$ cat src/rtl/sorted_list_k.sv
// sorted_list_k: keeps the K smallest L2 distances with their merged indices, ascending, one insert per clock.
// Ports:
//   clk, rst_n                 clock, asynchronous active-low reset
//   restart                    discard the current list and start a new query
//   insert, last_in            present a candidate; last_in marks the final candidate of a query
//   l2_dist_in, merged_idx_in  candidate distance and index
//   valid_out                  one-cycle pulse after the final candidate of a query has been taken
//   l2_dist_flat               entry i at [i*DIST_WIDTH +: DIST_WIDTH], entry 0 smallest
//   merged_idx_flat            entry i at [i*IDX_WIDTH +: IDX_WIDTH]
//   entry_valid, count         per-entry valid bits and number of valid entries
//   worst_dist                 distance of entry K-1 when the list is full, else all-ones
module sorted_list_k #(
    parameter int K          = 4,
    parameter int DIST_WIDTH = 25,
    parameter int IDX_WIDTH  = 15,
    parameter int DEDUP      = 0
) (
    input  logic                      clk,
    input  logic                      rst_n,
    input  logic                      restart,
    input  logic                      insert,
    input  logic                      last_in,
    input  logic [DIST_WIDTH-1:0]     l2_dist_in,
    input  logic [IDX_WIDTH-1:0]      merged_idx_in,
    output logic                      valid_out,
    output logic [K*DIST_WIDTH-1:0]   l2_dist_flat,
    output logic [K*IDX_WIDTH-1:0]    merged_idx_flat,
    output logic [K-1:0]              entry_valid,
    output logic [$clog2(K+1)-1:0]    count,
    output logic [DIST_WIDTH-1:0]     worst_dist
);
    localparam int CW = $clog2(K+1);
    logic [DIST_WIDTH-1:0] dist_q [K];
    logic [DIST_WIDTH-1:0] dist_d [K];
    logic [DIST_WIDTH-1:0] bdist  [K];
    logic [IDX_WIDTH-1:0]  idx_q  [K];
    logic [IDX_WIDTH-1:0]  idx_d  [K];
    logic [IDX_WIDTH-1:0]  bidx   [K];
    logic [K-1:0]          vld_q, vld_d, bvld;
    logic [CW-1:0]         cnt_q, cnt_d, bcnt;
    logic                  vout_q, vout_d;
    logic                  has_m, drop;
    int                    p, mj, last;

    // A restart makes the old contents invisible, so the insert works on a reset-valued base list.
    always_comb begin
        bvld = restart ? '0 : vld_q;
        bcnt = restart ? '0 : cnt_q;
        for (int i = 0; i < K; i++) begin
            bdist[i] = restart ? '1 : dist_q[i];
            bidx[i]  = restart ? '0 : idx_q[i];
        end
        p     = K;
        mj    = 0;
        has_m = 1'b0;
        for (int i = K-1; i >= 0; i--) begin
            if (!bvld[i] || l2_dist_in <= bdist[i]) p = i;
            if (DEDUP != 0 && bvld[i] && bidx[i] == merged_idx_in) begin
                has_m = 1'b1;
                mj    = i;
            end
        end
        // A matching index bounds the shift at the match slot; otherwise the tail entry falls off.
        drop = has_m ? (bdist[mj] <= l2_dist_in) : (p == K);
        last = has_m ? mj : K-1;
        for (int i = 0; i < K; i++) begin
            dist_d[i] = bdist[i];
            idx_d[i]  = bidx[i];
            vld_d[i]  = bvld[i];
            if (insert && !drop) begin
                if (i == p) begin
                    dist_d[i] = l2_dist_in;
                    idx_d[i]  = merged_idx_in;
                    vld_d[i]  = 1'b1;
                end else if (i > p && i <= last) begin
                    dist_d[i] = bdist[(i > 0) ? i-1 : 0];
                    idx_d[i]  = bidx[(i > 0) ? i-1 : 0];
                    vld_d[i]  = bvld[(i > 0) ? i-1 : 0];
                end
            end
        end
        cnt_d  = (insert && !drop && !has_m && bcnt != CW'(K)) ? bcnt + 1'b1 : bcnt;
        vout_d = insert && last_in;
    end

    always_ff @(posedge clk or negedge rst_n) begin
        if (!rst_n) begin
            for (int i = 0; i < K; i++) begin
                dist_q[i] <= '1;
                idx_q[i]  <= '0;
            end
            vld_q  <= '0;
            cnt_q  <= '0;
            vout_q <= 1'b0;
        end else begin
            for (int i = 0; i < K; i++) begin
                dist_q[i] <= dist_d[i];
                idx_q[i]  <= idx_d[i];
            end
            vld_q  <= vld_d;
            cnt_q  <= cnt_d;
            vout_q <= vout_d;
        end
    end

    for (genvar g = 0; g < K; g++) begin : g_flat
        assign l2_dist_flat[g*DIST_WIDTH +: DIST_WIDTH] = dist_q[g];
        assign merged_idx_flat[g*IDX_WIDTH +: IDX_WIDTH] = idx_q[g];
    end

    assign valid_out   = vout_q;
    assign entry_valid = vld_q;
    assign count       = cnt_q;
    assign worst_dist  = (cnt_q == CW'(K)) ? dist_q[K-1] : '1;
endmodule

$ cat config.mk
export PLATFORM = sky130hd
export DESIGN_NAME = sorted_list_k
export DESIGN_NICKNAME = d
export VERILOG_FILES = /design/src/rtl/sorted_list_k.sv
export SDC_FILE = /design/constraint.sdc
export NUM_CORES = 1
export LEC_CHECK = 0
export ABC_CLOCK_PERIOD_IN_PS = 6100
export CORE_UTILIZATION = 51
export CTS_CLUSTER_SIZE = 24
export DETAILED_ROUTE_END_ITERATION = 12
export GPL_TIMING_DRIVEN = 0
export HOLD_SLACK_MARGIN = 0.15
export PLACE_DENSITY_LB_ADDON = 0.3
export SKIP_CTS_REPAIR_TIMING = 1
export SYNTH_ARGS = -nofsm -noshare
export SYNTH_HDL_FRONTEND = slang
export SYNTH_SLANG_ARGS = --single-unit
$ cat constraint.sdc
create_clock -name clk -period 6.1 [get_ports clk]
set_input_delay 0.915 -clock clk [delete_from_list [all_inputs] [get_ports clk]]
set_output_delay 0.915 -clock clk [all_outputs]
set_load 0.02 [all_outputs]
Word-level counts from Yosys, hierarchy flattened

Cells that the tools add are included.

Input bits: 45
Word-level logic and storage cells: 87
Output and inout bits: 193
Bits in registers: 168

Mux-type cells: 49
Equality and inequality tests: 6
Reductions and logical operators: 13
Order comparisons: 7
$add $sub $neg: 1

Operators with widths:

| kind                | count |
|---|---|
| $mux 25             | 16 |
| $mux 15             | 15 |
| $le 25x25->1        | 4 |
| $eq 3x32->1 const A | 2 |
| $gt 3x32->1 const A | 2 |
| $eq 2x32->1 const A | 1 |
| $eq 32x4->1 const B | 1 |
| $gt 2x32->1 const A | 1 |
| $logic_not 32->1    | 1 |
| $mux 3              | 6 |
| $mux 1              | 11 |
| $logic_not 1->1     | 5 |
| $logic_or 1x1->1    | 4 |
| $mux 4              | 1 |
| $add 3x1->3 const B | 1 |
| $eq 3x3->1 const B  | 1 |
| $logic_and 1x1->1   | 3 |
| $ne 3x3->1 const B  | 1 |

Depth between registers and ports, before layout

Gate-level depths: netlist of the first run.

Word-level depth: 12
Depth in mapped cells: 16
Gate-level depth less buffers: 11

Worst setup path before layout of the first run

OpenSTA, ideal clock, no wires.

Path type: input-to-reg
From: input port restart
To: register idx_q (netlist bit merged_idx_flat[52])
Cell stages on the path: 15
Buffers on the path: 5
Library setup time: 126 ps
Setup slack: 1,661 ps
Required time: 5,974 ps
Arrival time: 4,313 ps
Cell sequence: clkbuf_1 > buf_1 > clkbuf_1 > clkbuf_1 > nor2_1 > ha_1 > and3_1 > a221o_1 > a221oi_2 > o31ai_1 > o21a_1 > a31oi_4 > nor2_2 > buf_6 > a221o_1

RTL lines:

| what                          | RTL line | text |
|---|---|---|
| start, declared               | 20       | `input logic restart,` |
| end signal, assigned by index | 98       | `idx_q[i] <= idx_d[i];` |
| end, declared                 | 36       | `logic [IDX_WIDTH-1:0] idx_q [K];` |

==> results of run 1 <==
worst register-to-register path, delay by kind of cell (launching register included):
kind | cells | cell delay (ns)
simple gates | 6 | 1.65
compound gates | 3 | 1.00
flops | 1 | 0.55
buf+inv | 2 | 0.33
fa+ha+maj | 1 | 0.28
layout make-up:
class | count | area, um2
repair buffers | 237 | 2390
flip-flops and latches | 168 | 4330
fillers | 1590 | 6360
clock buffers | 17 | 425
multi-input cells | 839 | 5730
well taps | 270 | 338
clock inverters | 15 | 169
inverters | 26 | 97.6
plain buffers | 77 | 332
per-stage QoR:
| step | instance area [um2] | util, % |
|---|---|---|
| 2_1_floorplan | 10500 | - |
| 3_3_place_gp | 13200 | 65.4 |
| 3_5_place_dp | 13200 | 65.5 |
| 4_1_cts | 13800 | 68.5 |
| 5_1_grt | 13800 | 68.5 |
| 6_report | 13800 | 68.5 |
worst max path at each step:
stage / cells past startpoint / end / startpoint
2_1_floorplan: 15 / merged_idx_flat[52]$_DFF_PN0_ / restart
3_3_place_gp: 1 / merged_idx_flat[8]$_DFF_PN0_ / rst_n
4_1_cts: 16 / l2_dist_flat[90]$_DFF_PN1_ / restart
6_report: 16 / l2_dist_flat[83]$_DFF_PN1_ / restart
3_5_place_dp: 16 / l2_dist_flat[83]$_DFF_PN1_ / restart
5_1_grt: 16 / l2_dist_flat[92]$_DFF_PN1_ / restart
Yosys cell counts, types with 6 or more instances:
master,number
nor2_1,128
ha_1,102
dfstp_2,100
nand2_1,95
dfrtp_1,68
a21oi_1,61
clkbuf_1,49
a22oi_1,42
o21ai_0,39
a2bb2oi_1,35
nand2b_1,30
o22ai_1,30
nand3_1,29
inv_1,26
o32ai_1,26
a22o_1,21
a32oi_1,19
buf_2,17
nand4_1,17
o211ai_1,17
or2_2,17
o221ai_1,15
a21o_1,14
and3_1,12
o2bb2ai_1,10
nor2b_1,9
a211oi_1,7
a221o_1,7
buf_1,7
nor3_1,6
sequential cells by signal, summed over array words and instances (netlist names):
| register | cells |
|---|---|
| l2_dist_flat | 100 |
| merged_idx_flat | 60 |
| entry_valid | 4 |
| count | 3 |
| valid_out | 1 |
cell families after synthesis:
family / Yosys count / share of synthesized area (%)
AO/OA/AOI/OAI: 372 / 26.1
XOR/XNOR: 1 / 0.0836
adder cells (fa/ha/maj): 102 / 12.2
buffers and inverters: 103 / 4.05
flip-flops: 168 / 41.3
multiplexers: 4 / 0.406
AND/OR/NAND/NOR: 360 / 15.9
cell usage in the layout, fill, tap and decap left out, drive strengths merged, types with 9 or more instances in the layout:
cell	synthesis	routed
a21o	14	14
a21oi	61	61
a22o	21	21
a22oi	42	42
a2bb2oi	35	35
a32oi	19	19
and3	12	12
buf	27	26
clkbuf	50	70
clkdlybuf4s50	0	235
dfrtp	68	68
dfstp	100	100
ha	102	102
inv	26	38
nand2	96	96
nand2b	30	30
nand3	30	30
nand4	17	17
nor2	131	131
nor2b	9	9
o211ai	17	17
o21ai	40	40
o221ai	15	15
o22ai	30	30
o2bb2ai	10	10
o32ai	26	26
or2	17	17
report_power, final:
part	total (mW)	internal, mW	switching, mW
Combinational	0.636	0.257	0.380
Sequential	1.27	1.20	0.0648
Clock	1.12	0.587	0.535
routing by layer:
layer / wire (um) / global-route usage (%) / vias up / share of wire, %
met4: 1240 / 15.4 / 0 / 3.4
met2: 16800 / 54.1 / 689 / 46
met1: 15100 / 47.2 / 5134 / 41
li1: - / - / 4710 / -
met3: 3580 / 7.21 / 102 / 9.8
met5: 0 / 0 / - / 0
==> impl_metrics.csv, run 1 <==
group,metric,value,unit
grt,antenna_found_initial,0,
worst_setup_path,crit_path_max_fanout,10,
sta,fin_crit_sh,97.7,%
clock_tree,insertion_delay,0.45,ns
grt,grt_max_degree,121,
synth,synth_edf_count,0,
worst_setup_path,cp.required,6.45,ns
worst_setup_path,crit_type,"primary input to register",
sta,setup_viol,0,
layout,antenna_cells,0,
clock_tree,cts.sinks,168,
grt,grt_pass1_vias,10300,
floorplan,fp.dieW,145,um
sta,hold_viol,0,
synth,synth_fp_nets,1257,
placement,post-place-ws,-0.736,ns
routing,wl,36.7,mm
layout,layout-drive-gt1-share,13.6,%
power,max-vdd-ir-drop,0.229,mV
routing,first_iter_violations,1316,
sta,worst_slack,0.140,ns
placement,numPlacedInstances,1617,
synth,synth_area_leaders,"dfstp_2 25%, dfrtp_1 16%, ha_1 12%",
worst_setup_path,rr_startpoint,"l2_dist_flat[15]$_DFF_PN1_",
clock_tree,cts_tree,"yes",
sta,drv_slew,0,
placement,hpwlAfterDp,27.4,mm
synth,synthArstFlopShare,100,%
synth,synth_cells,1110,
worst_setup_path,cp_slowest_cell,"clkdlybuf4s50_1",
sta,tightest_slew,0.868,ns
routing,dr.pass1.iters,9,
grt,grt_overflow,0,
clock_tree,clkTransAtPathRegs,0.07,ns
worst_setup_path,startpoint_type,"primary input",
power,p_total,3.03,mW
layout,fin_nets,1513,
routing,ant_nets,0,
synth,synth.avg_cell_area,9.44,um2
clock_tree,cts_buffer_depth,2,
routing,post_drt_via_cell_ratio,6.45,
floorplan,ios,238,
grt,grt_pass1_wl,57.3,mm
synth,yosysWarnings,0,
routing,vias,10600,
synth,synth_seq_area_share,41.3,%
worst_setup_path,critPathBufInv,6,
sta,skew,0.00949,ns
synth,syn_area,10500,um2
sta,max_freq,0.168,GHz
worst_setup_path,endpoint_kind,"register",
synth,yosys.area.top_type,"dfstp_2",
worst_setup_path,arrival,6.31,ns
job,cap_viol_max_count,0,
synth,ys_ff_latch,168,
layout,syn_to_final_growth,31.8,%
routing,drc_errors,0,
synth,synth_cell_types,65,
power,leakagePower,5.95,nW
min_path,hold_path.class,"primary input to async pin",
layout,fin_cells,1649,
sta,whs,0.361,ns
worst_setup_path,timing.rr.end,"l2_dist_flat[83]$_DFF_PN1_",
clock_tree,cts_made_buffers,17,
outcome,outcome,"complete, no violations",
sta,tns,0,ns
floorplan,dieArea,21100,um2
placement,port_buffers,236,
clock_tree,root_buffer,"clkbuf_16",
floorplan,rows,52,
placement,place.gp.congestion,0.970,
worst_setup_path,reg2regPathDepth,12,
floorplan,die_h,145,um
synth,synth_ff_type,"dfstp_2",
synth,synth_top_area_share,25.1,%
floorplan,core_area,20200,um2
sta,min_period,5.96,ns
worst_setup_path,max_stage_delay,0.68,ns
worst_setup_path,r2r_setup_slack,2.20,ns
grt,grt.total_usage,34.8,%
power,p_per_area,219,nW/um2
worst_setup_path,path_cells,"clkdlybuf4s50_1 -> clkbuf_2 -> clkbuf_2 -> clkbuf_1 -> clkbuf_1 -> nor2_1 -> ha_1 -> nand4_1 -> nor4_1 -> o31ai_1 -> nand4b_1 -> nand3_2 -> o31ai_4 -> nand2_2 -> buf_2 -> a2bb2oi_1",
worst_setup_path,cpLargestDelayFamily,"buffers and inverters",
clock_tree,htreeDepth,4,
routing,wl_per_cell,22.3,um
sta,slew-limit-headroom,42.1,%
floorplan,initial_core_util,52.0,%
Note: power is estimated with default switching activity, not from simulation.
==> run 2, diff against run 1 <==
HOLD_SLACK_MARGIN = unset   (was 0.15)
==> results of run 2 <==
Final layout, timing and power as in run 1 (identical DEF).
==> run 3, diff against run 2 <==
CAP_MARGIN = 20   (was unset)
CORE_MARGIN = 10   (was unset)
==> impl_metrics.csv, run 3 (synthesis results as in run 1) <==
group,metric,value,unit
floorplan,initial_core_util,51.8,%
worst_setup_path,timing.rr.end,"merged_idx_flat[24]$_DFF_PN0_",
clock_tree,clkTransAtPathRegs,0.07,ns
clock_tree,insertion_delay,0.44,ns
clock_tree,cts_made_buffers,17,
placement,port_buffers,236,
worst_setup_path,r2r_setup_slack,2.25,ns
sta,setup_viol,0,
floorplan,dieArea,26700,um2
worst_setup_path,rr_startpoint,"l2_dist_flat[15]$_DFF_PN1_",
clock_tree,htreeDepth,4,
worst_setup_path,crit_path_max_fanout,19,
grt,grt_pass1_vias,10700,
routing,ant_nets,0,
layout,fin_area,13800,um2
clock_tree,root_buffer,"clkbuf_16",
worst_setup_path,crit_type,"primary input to register",
layout,layout-drive-gt1-share,13.6,%
layout,fin_nets,1512,
sta,drv_slew,0,
floorplan,fp.dieW,163,um
sta,fin_crit_sh,92.2,%
routing,first_iter_violations,997,
power,p_per_area,215,nW/um2
clock_tree,cts_buffer_depth,2,
routing,wl_per_cell,23.6,um
sta,rsz0062_at_grt,"no",
layout,syn_to_final_growth,31.4,%
routing,dr.pass1.iters,6,
sta,slew-limit-headroom,45.6,%
grt,antenna_found_initial,0,
min_path,hold_path.class,"primary input to async pin",
worst_setup_path,path_cells,"clkdlybuf4s50_1 -> clkbuf_2 -> clkbuf_2 -> clkbuf_1 -> nor2_1 -> ha_1 -> nand4_1 -> nor4_1 -> o31ai_1 -> nand4b_1 -> nand3_2 -> o31ai_4 -> clkbuf_1 -> o21ai_0",
sta,tns,0,ns
worst_setup_path,critPathBufInv,5,
placement,hpwlAfterDp,29.8,mm
sta,max_freq,0.178,GHz
layout,regArea,4330,um2
worst_setup_path,cp_slowest_cell,"clkdlybuf4s50_1",
grt,grt.total_usage,28.1,%
worst_setup_path,arrival,5.93,ns
routing,wl,38.8,mm
placement,dpl_cell_area,13200,um2
worst_setup_path,startpoint_type,"primary input",
job,cap_viol_max_count,0,
worst_setup_path,cp.required,6.41,ns
worst_setup_path,reg2regPathDepth,11,
grt,grt_pass1_wl,59.3,mm
sta,skew,0.0107,ns
floorplan,rows,52,
grt,grt_max_degree,99,
outcome,outcome,"complete, no violations",
clock_tree,cts.sinks,168,
grt,grt_overflow,0,
worst_setup_path,endpoint_kind,"register",
routing,post_drt_via_cell_ratio,6.42,
layout,largest_reg_flops,100,
routing,vias,10600,
floorplan,die_h,163,um
sta,min_period,5.62,ns
layout,multi_input_area,5730,um2
sta,hold_viol,0,
floorplan,ios,238,
routing,drc_errors,0,
placement,place.gp.congestion,0.953,
sta,tightest_slew,0.815,ns
power,p_total,2.96,mW
layout,final_core_util,68.1,%
power,leakagePower,5.93,nW
layout,mostFrequentLayoutCell,"clkdlybuf4s50_1",
worst_setup_path,max_stage_delay,0.66,ns
floorplan,core_area,20200,um2
layout,fillerInstances,1620,
clock_tree,cts_tree,"yes",
layout,layout_common_cells,"235 x clkdlybuf4s50_1, 128 x nor2_1, 102 x ha_1",
worst_setup_path,cp-startpoint,"restart",
worst_setup_path,cpLargestDelayFamily,"buffers and inverters",
power,max-vdd-ir-drop,0.209,mV
layout,antenna_cells,0,
run 3: cell count changes in the layout (fill, tap and decap cells not counted), sizes merged:
cell	before	now
clkinv	1	5
clkbuf	70	71
bufinv	1	0
inv	38	32
clkinvlp	1	2
run 3: cell type report:
cell class | instances | share of cell area (%)
Sequential cell | 168 | 31.4
Buffer | 76 | 2.39
Tap cell | 270 | 2.45
Timing Repair Buffer | 237 | 17.4
Inverter | 26 | 0.709
Clock inverter | 13 | 0.836
Multi-Input combinational cell | 839 | 41.6
Clock buffer | 19 | 3.22
run 3: worst max path at each step:
stage                                    endpoint  slack (ns)  cells past startpoint
floorplan           merged_idx_flat[52]$_DFF_PN0_        1.66                     15
global placement    merged_idx_flat[48]$_DFF_PN0_       -2.66                      1
detailed placement  merged_idx_flat[24]$_DFF_PN0_       -0.64                     15
CTS                    l2_dist_flat[91]$_DFF_PN1_       -0.20                     16
global route           l2_dist_flat[33]$_DFF_PN1_        0.25                     15
finish              merged_idx_flat[24]$_DFF_PN0_        0.48                     14
run 3: routing by layer:
| layer | track usage, % | up-vias | wire length (um) |
|---|---|---|---|
| met2 | 44.1 | 639 | 17900 |
| met5 | 0 | - | 0 |
| met4 | 12.9 | 0 | 1490 |
| met1 | 35.6 | 5116 | 15200 |
| li1 | - | 4721 | - |
| met3 | 7.17 | 104 | 4150 |
run 3: where the power goes:
group | internal, mW | leakage [nW] | switching, mW
logic | 0.256 | 3.71 | 0.388
registers | 1.21 | 1.95 | 0.0613
clock network | 0.545 | 0.270 | 0.503
run 3: stage by stage:
step	setup WS, ns	instances	hold WS, ns
after global routing	0.253	1648	0.523
after global placement	-2.66	1616	0.492
after floorplan	1.66	1110	0.543
final	0.475	1648	0.503
after CTS	-0.197	1649	0.512
after detailed placement	-0.640	1617	0.491
run 3: worst register-to-register path: cells and delay by family (launching register included):
family | cells | cell delay (ns)
buffers and inverters | 2 | 0.51
AOI/OAI and AO/OA | 3 | 1.03
adders and majority gates | 1 | 0.29
and+or+nand+nor | 5 | 1.35
DFF | 1 | 0.54
